## src/rtl/fifo_ctrl_pkg.sv

```systemverilog
// Shared types and helpers for the FIFO write-side arbitration logic.
package fifo_ctrl_pkg;

   typedef enum logic {
      IDLE,
      BURST
   } arb_state_e;

   // Round-robin pointer increment with wrap at n.
   function automatic int rr_next(input int ptr, input int n);
      return (ptr + 1 >= n) ? 0 : ptr + 1;
   endfunction

endpackage

```

## src/rtl/fifo_rr_pick.sv

```systemverilog
// Rotating-priority picker: one-hot of the first set request at or after ptr, wrapping.
module fifo_rr_pick #(
   parameter int N  = 4,
   parameter int PW = 2
) (
   input  logic [N-1:0]  req,
   input  logic [PW-1:0] ptr,
   output logic [N-1:0]  onehot,
   output logic          any
);

   logic [PW-1:0] idx;

   always_comb begin
      // NOTE: every output of a combinational block gets a default first, so no path leaves it unassigned (no latch).
      onehot = '0;
      any    = 1'b0;
      idx    = '0;
      for (int i = 0; i < N; i++) begin
         idx = PW'((int'(ptr) + i) % N);
         if (!any && req[idx]) begin
            onehot[idx] = 1'b1;
            any         = 1'b1;
         end
      end
   end

endmodule

```

## src/rtl/fifo_write_arbiter.sv

```systemverilog
// Round-robin, burst-bounded arbiter sharing the Asyncfifo write port among NUM_REQ producers.
module fifo_write_arbiter
   import fifo_ctrl_pkg::*;
#(
   parameter int NUM_REQ   = 4,
   parameter int data_Size = 8,
   parameter int MAX_BURST = 4
) (
   input  logic                           w_Clk,
   input  logic                           w_Rst,
   input  logic [NUM_REQ-1:0]             req_Valid,
   input  logic [NUM_REQ*data_Size-1:0]   req_Data,
   output logic [NUM_REQ-1:0]             req_Ack,
   output logic [NUM_REQ-1:0]             grant,
   input  logic                           fifo_Full,
   output logic                           w_Inc,
   output logic [data_Size-1:0]           write_Data
);

   localparam int PW = (NUM_REQ > 1) ? $clog2(NUM_REQ) : 1;
   localparam int CW = (MAX_BURST > 1) ? $clog2(MAX_BURST) : 1;

   arb_state_e          state, state_n;
   logic [NUM_REQ-1:0]  grant_n;
   logic [PW-1:0]       rr_ptr, rr_ptr_n;
   logic [CW-1:0]       burst_cnt, burst_cnt_n;

   logic [PW-1:0]       owner, owner_next, pick_ptr;
   logic [NUM_REQ-1:0]  pick_onehot;
   logic                pick_any, owner_valid, acc, burst_end;

   always_comb begin
      owner = '0;
      for (int i = 0; i < NUM_REQ; i++)
         if (grant[i]) owner = PW'(i);
   end

   assign owner_next  = PW'(rr_next(int'(owner), NUM_REQ));
   assign owner_valid = |(grant & req_Valid);
   assign acc         = owner_valid & ~fifo_Full;
   assign w_Inc       = acc;
   assign req_Ack     = grant & req_Valid & {NUM_REQ{~fifo_Full}};

   always_comb begin
      write_Data = '0;
      for (int i = 0; i < NUM_REQ; i++)
         if (grant[i]) write_Data = write_Data | req_Data[i*data_Size +: data_Size];
   end

   // A burst ends on its last permitted beat or as soon as the owner has nothing to offer.
   assign burst_end = (state == BURST) &&
                      (!owner_valid || (acc && burst_cnt == CW'(MAX_BURST - 1)));

   // The single picker serves both the idle pick and the same-cycle re-pick at burst end.
   assign pick_ptr = (state == BURST) ? owner_next : rr_ptr;

   fifo_rr_pick #(
      .N  (NUM_REQ),
      .PW (PW)
   ) u_pick (
      .req    (req_Valid),
      .ptr    (pick_ptr),
      .onehot (pick_onehot),
      .any    (pick_any)
   );

   always_comb begin
      state_n     = state;
      grant_n     = grant;
      rr_ptr_n    = rr_ptr;
      burst_cnt_n = burst_cnt;
      case (state)
         IDLE: begin
            if (pick_any) begin
               state_n     = BURST;
               grant_n     = pick_onehot;
               burst_cnt_n = '0;
            end
         end
         BURST: begin
            if (burst_end) begin
               rr_ptr_n    = owner_next;
               burst_cnt_n = '0;
               if (pick_any) begin
                  grant_n = pick_onehot;
               end else begin
                  state_n = IDLE;
                  grant_n = '0;
               end
            end else if (acc) begin
               burst_cnt_n = burst_cnt + CW'(1);
            end
         end
      endcase
   end

   always_ff @(posedge w_Clk) begin
      // NOTE: sequential state uses non-blocking assignments so every register samples pre-edge values.
      if (w_Rst) begin
         state     <= IDLE;
         grant     <= '0;
         rr_ptr    <= '0;
         burst_cnt <= '0;
      end else begin
         state     <= state_n;
         grant     <= grant_n;
         rr_ptr    <= rr_ptr_n;
         burst_cnt <= burst_cnt_n;
      end
   end

endmodule
```

## config.mk

```make
export PLATFORM = sky130hd
export DESIGN_NAME = fifo_write_arbiter
export DESIGN_NICKNAME = d
export VERILOG_FILES = /design/src/rtl/fifo_ctrl_pkg.sv /design/src/rtl/fifo_rr_pick.sv /design/src/rtl/fifo_write_arbiter.sv
export SDC_FILE = /design/constraint.sdc
export NUM_CORES = 1
export LEC_CHECK = 0
export CORE_UTILIZATION = 42
export CTS_CLUSTER_DIAMETER = 80
export DETAILED_ROUTE_END_ITERATION = 10
export PLACE_DENSITY_LB_ADDON = 0.1
export SLEW_MARGIN = 20
export SYNTH_ARGS = -nofsm -noshare
export SYNTH_HDL_FRONTEND = slang
export SYNTH_SLANG_ARGS = --single-unit
```

## constraint.sdc

```tcl
create_clock -name w_Clk -period 4.2 [get_ports w_Clk]
set_input_delay 0.84 -clock w_Clk [delete_from_list [all_inputs] [get_ports w_Clk]]
set_output_delay 0.84 -clock w_Clk [all_outputs]
set_load 0.02 [all_outputs]
```

==> parameters.txt <==
Parameter                              Value

Run status
  Result of the run ... finished clean

CTS
  Number of buffers inserted to repair setup after CTS ... 0
  Latest clock arrival within the worst-skew pair ... 0.26 ns
  Post-CTS Hold Buffers ... 0
  Number of CTS-inserted buffers ... 3
  Clk sink count ... 9
  Clock tree from TritonCTS ... yes
  Clock-pin transition on the worst setup and hold timing paths ... 0.06 ns
  Number of buffers on the longest clock path ... 2
  Total of cells resized after clock tree synthesis ... 0
  Root buffer selected by CTS ... sky130_fd_sc_hd__clkbuf_4
  Number of levels the H-tree was split into ... 1

Floorplanning
  Die outline height ... 51.5 um
  Area of the die ... 2650 sq um
  Number of cell rows ... 17
  I/O pin count ... 56
  Die W ... 51.5 um
  Core Area ... 2250 sq um
  Initial Util ... 0.457

Pwr
  Combinational power share ... 0.732
  Total power of the final layout ... 859 uW
  Seq pwr share ... 0.193
  Leakage dissipation ... 0.680 nW
  Fraction of power spent switching nets ... 0.473
  Maximum VDD drop ... 0.000360 V
  Power density normalized to cell area ... 534 nW/um^2
  Clock power share ... 0.076
  Net switching component of the power ... 406 uW
  Internal power ... 452 uW

Setup path
  Delay of the slowest cell on the worst path ... 0.60 ns
  Slowest library cell on the worst path ... sky130_fd_sc_hd__clkdlybuf4s50_1
  Critical path data required time ... 3.36 ns
  Arrival time of the worst setup path ... 2.50 ns
  Top fanout value on the critical path ... 8
  CP Cell Sequence ... clkdlybuf4s50_1 -> nand2_1 -> and4_1 -> nor2_1 -> clkdlybuf4s50_1
  Category of the worst setup path launch point ... input port
  Cell seen most often among critical-path stages ... sky130_fd_sc_hd__clkdlybuf4s50_1
  Kind of critical path ... in -> out
  Buffers and inverters on the worst path ... 2
  CP delay by family, top ... buffers and inverters
  Type of element capturing the critical path ... primary output

STA
  RSZ-0062 raised after global routing ... no
  Slack of the critical path ... 0.855 ns
  Highest achievable clock rate ... 299 MHz
  Period Utilization, post-route ... 0.796
  Final hold slack ... 0.491 ns
  Total negative slack for setup checks ... 0 ns
  Minimum period implied by the final worst setup slack ... 3.34 ns
  Worst Tran Pin Value ... 0.510 ns
  Final setup violation count ... 0
  Number of pins with negative max-slew slack in the final report ... 0
  Slew headroom ... 0.659
  Worst clock skew ... 0.00574 ns
  Number of hold-slack violations in the final timing report ... 0

Synth
  Post-synthesis cell area ... 1030 sq um
  Synthesized netlist cell count ... 129
  Most used flip-flop cell after synthesis ... sky130_fd_sc_hd__dfxtp_1
  Seq cells post-synth ... 9
  Proportion of register bits with asynchronous set or reset after synthesis ... 0
  Yosys warning count ... 0
  Sequential fraction of the synthesis area ... 0.175
  Yosys cell types ... 32
  Post-synth EDFFs ... 0
  Number of nets produced by synthesis ... 176
  Mean instance size in the synthesized netlist ... 7.98 sq um

Placement
  Post-Place Worst Slack ... 0.869 ns
  Number of I/O port buffers ... 55
  Inst Count DP ... 206
  Cell area after placement ... 1580 sq um
  HPWL Detailed ... 2570 um
  Weighted congestion at the end of routability-driven global placement ... 0.860

Routing
  Mean routed wirelength per cell ... 15.4 um
  Total iterations of the first detailed-routing run ... 4
  Final wirelength ... 3240 um
  # DRC ... 0
  Number of nets with antenna violations after detailed routing ... 0
  Detailed router's first-iteration violation count ... 24
  Vias/cell ... 5.76
  Total number of vias ... 1,209

Min path
  Type of the worst min-delay path ... reg -> reg

Run
  Maximum capacitance violations ... 0

Layout
  Post-layout instance area ... 1610 sq um
  Leading cell type in the layout, fill and taps excluded ... sky130_fd_sc_hd__clkdlybuf4s50_1
  Antenna Diode Count ... 0
  Ratio of cells with drive above 1 in the final layout ... 0.0714
  Cell Count, Final, Fillers Out ... 210
  Final design utilization ... 0.713
  Top library cells by usage in the layout, fill and taps aside ... sky130_fd_sc_hd__clkdlybuf4s50_1 (55), sky130_fd_sc_hd__nand2_1 (19), sky130_fd_sc_hd__a22oi_1 (16)
  P&R area growth vs syn ... 56.1%
  Final nets ... 230

Global route
  First-pass GRT wire length ... 5100 um
  Largest net degree at the start of global routing ... 15
  Total congestion overflow ... 0
  Global-route usage over all layers ... 0.254
  Via count of the first global-routing pass ... 1,162
  Initial antenna violation count ... 0
==> final cells by class <==
type                    instances  area [sq um]
inverters                      12          45.0
multi-input cells             101           763
well taps                      28          35.0
clock buffers                   4          26.3
flip-flops and latches          9           180
repair buffers                 56           558
fillers                       187           647
==> metal layers <==
| metal | share of wire | track usage | vias up |
|---|---|---|---|
| met2 | 0.54 | 0.494 | 35 |
| met1 | 0.42 | 0.289 | 577 |
| li1 | - | - | 595 |
| met3 | 0.041 | 0.0614 | 2 |
| met5 | 0 | 0 | - |
| met4 | 0.0022 | 0.00901 | 0 |
==> Yosys cell counts (all sizes together) (3+ instances only) <==
cell type / number / share of area
a21oi: 11 / 0.053
a22oi: 16 / 0.12
a32o: 4 / 0.044
buf: 3 / 0.026
clkbuf: 4 / 0.015
dfxtp: 9 / 0.17
ha: 8 / 0.097
inv: 12 / 0.044
mux2i: 4 / 0.039
mux4: 3 / 0.073
nand2: 19 / 0.069
nor2: 9 / 0.033
o221ai: 4 / 0.034
==> logic make-up after synthesis <==
family | after synthesis | synth area share
AO/OA/AOI/OAI | 47 | 0.341
AND/OR/NAND/NOR | 39 | 0.191
flip-flops | 9 | 0.175
multiplexers | 7 | 0.112
adder cells (fa/ha/maj) | 8 | 0.0972
buffers and inverters | 19 | 0.0838
==> worst register-to-register path, cell delays in order (launching register included) <==
cell and delay, ns:
sky130_fd_sc_hd__dfxtp_1 0.63, sky130_fd_sc_hd__nor2b_1 0.33, sky130_fd_sc_hd__o21a_1 0.44, sky130_fd_sc_hd__inv_1 0.12
sky130_fd_sc_hd__ha_1 0.37, sky130_fd_sc_hd__nor4_1 0.06, sky130_fd_sc_hd__mux2i_1 0.23, sky130_fd_sc_hd__a21oi_1 0.15
sky130_fd_sc_hd__nor3b_1 0.47, sky130_fd_sc_hd__a32o_2 0.26
==> worst paths after layout <==
| check | start | slack [ns] | end | depth (start not counted) |
|---|---|---|---|---|
| setup / recovery | req_Valid[2] | 0.86 | w_Inc | 5 |
| hold / removal | rr_ptr[0]$_SDFFE_PP0P_ | 0.49 | rr_ptr[0]$_SDFFE_PP0P_ | 2 |
| setup reg to reg | grant[1]$_SDFFE_PP0P_ | 1.09 | grant[0]$_SDFFE_PP0P_ | 9 |
| hold reg to reg | rr_ptr[0]$_SDFFE_PP0P_ | 0.49 | rr_ptr[0]$_SDFFE_PP0P_ | 2 |
==> power by group through the flow <==
stage	Combinational (mW)	Clock (mW)	Sequential [mW]
floorplan	0.433	0	0.138
global placement	0.603	0	0.166
detailed placement	0.622	0	0.167
CTS	0.626	0.0668	0.165
global route	0.685	0.0723	0.173
finish	0.629	0.0649	0.165
==> state kept, by name, summed over array words and instances, names as in the netlist <==
register / count
burst_cnt: 2
state: 1
grant: 4
rr_ptr: 2
Note: power is estimated with default switching activity, not from simulation.
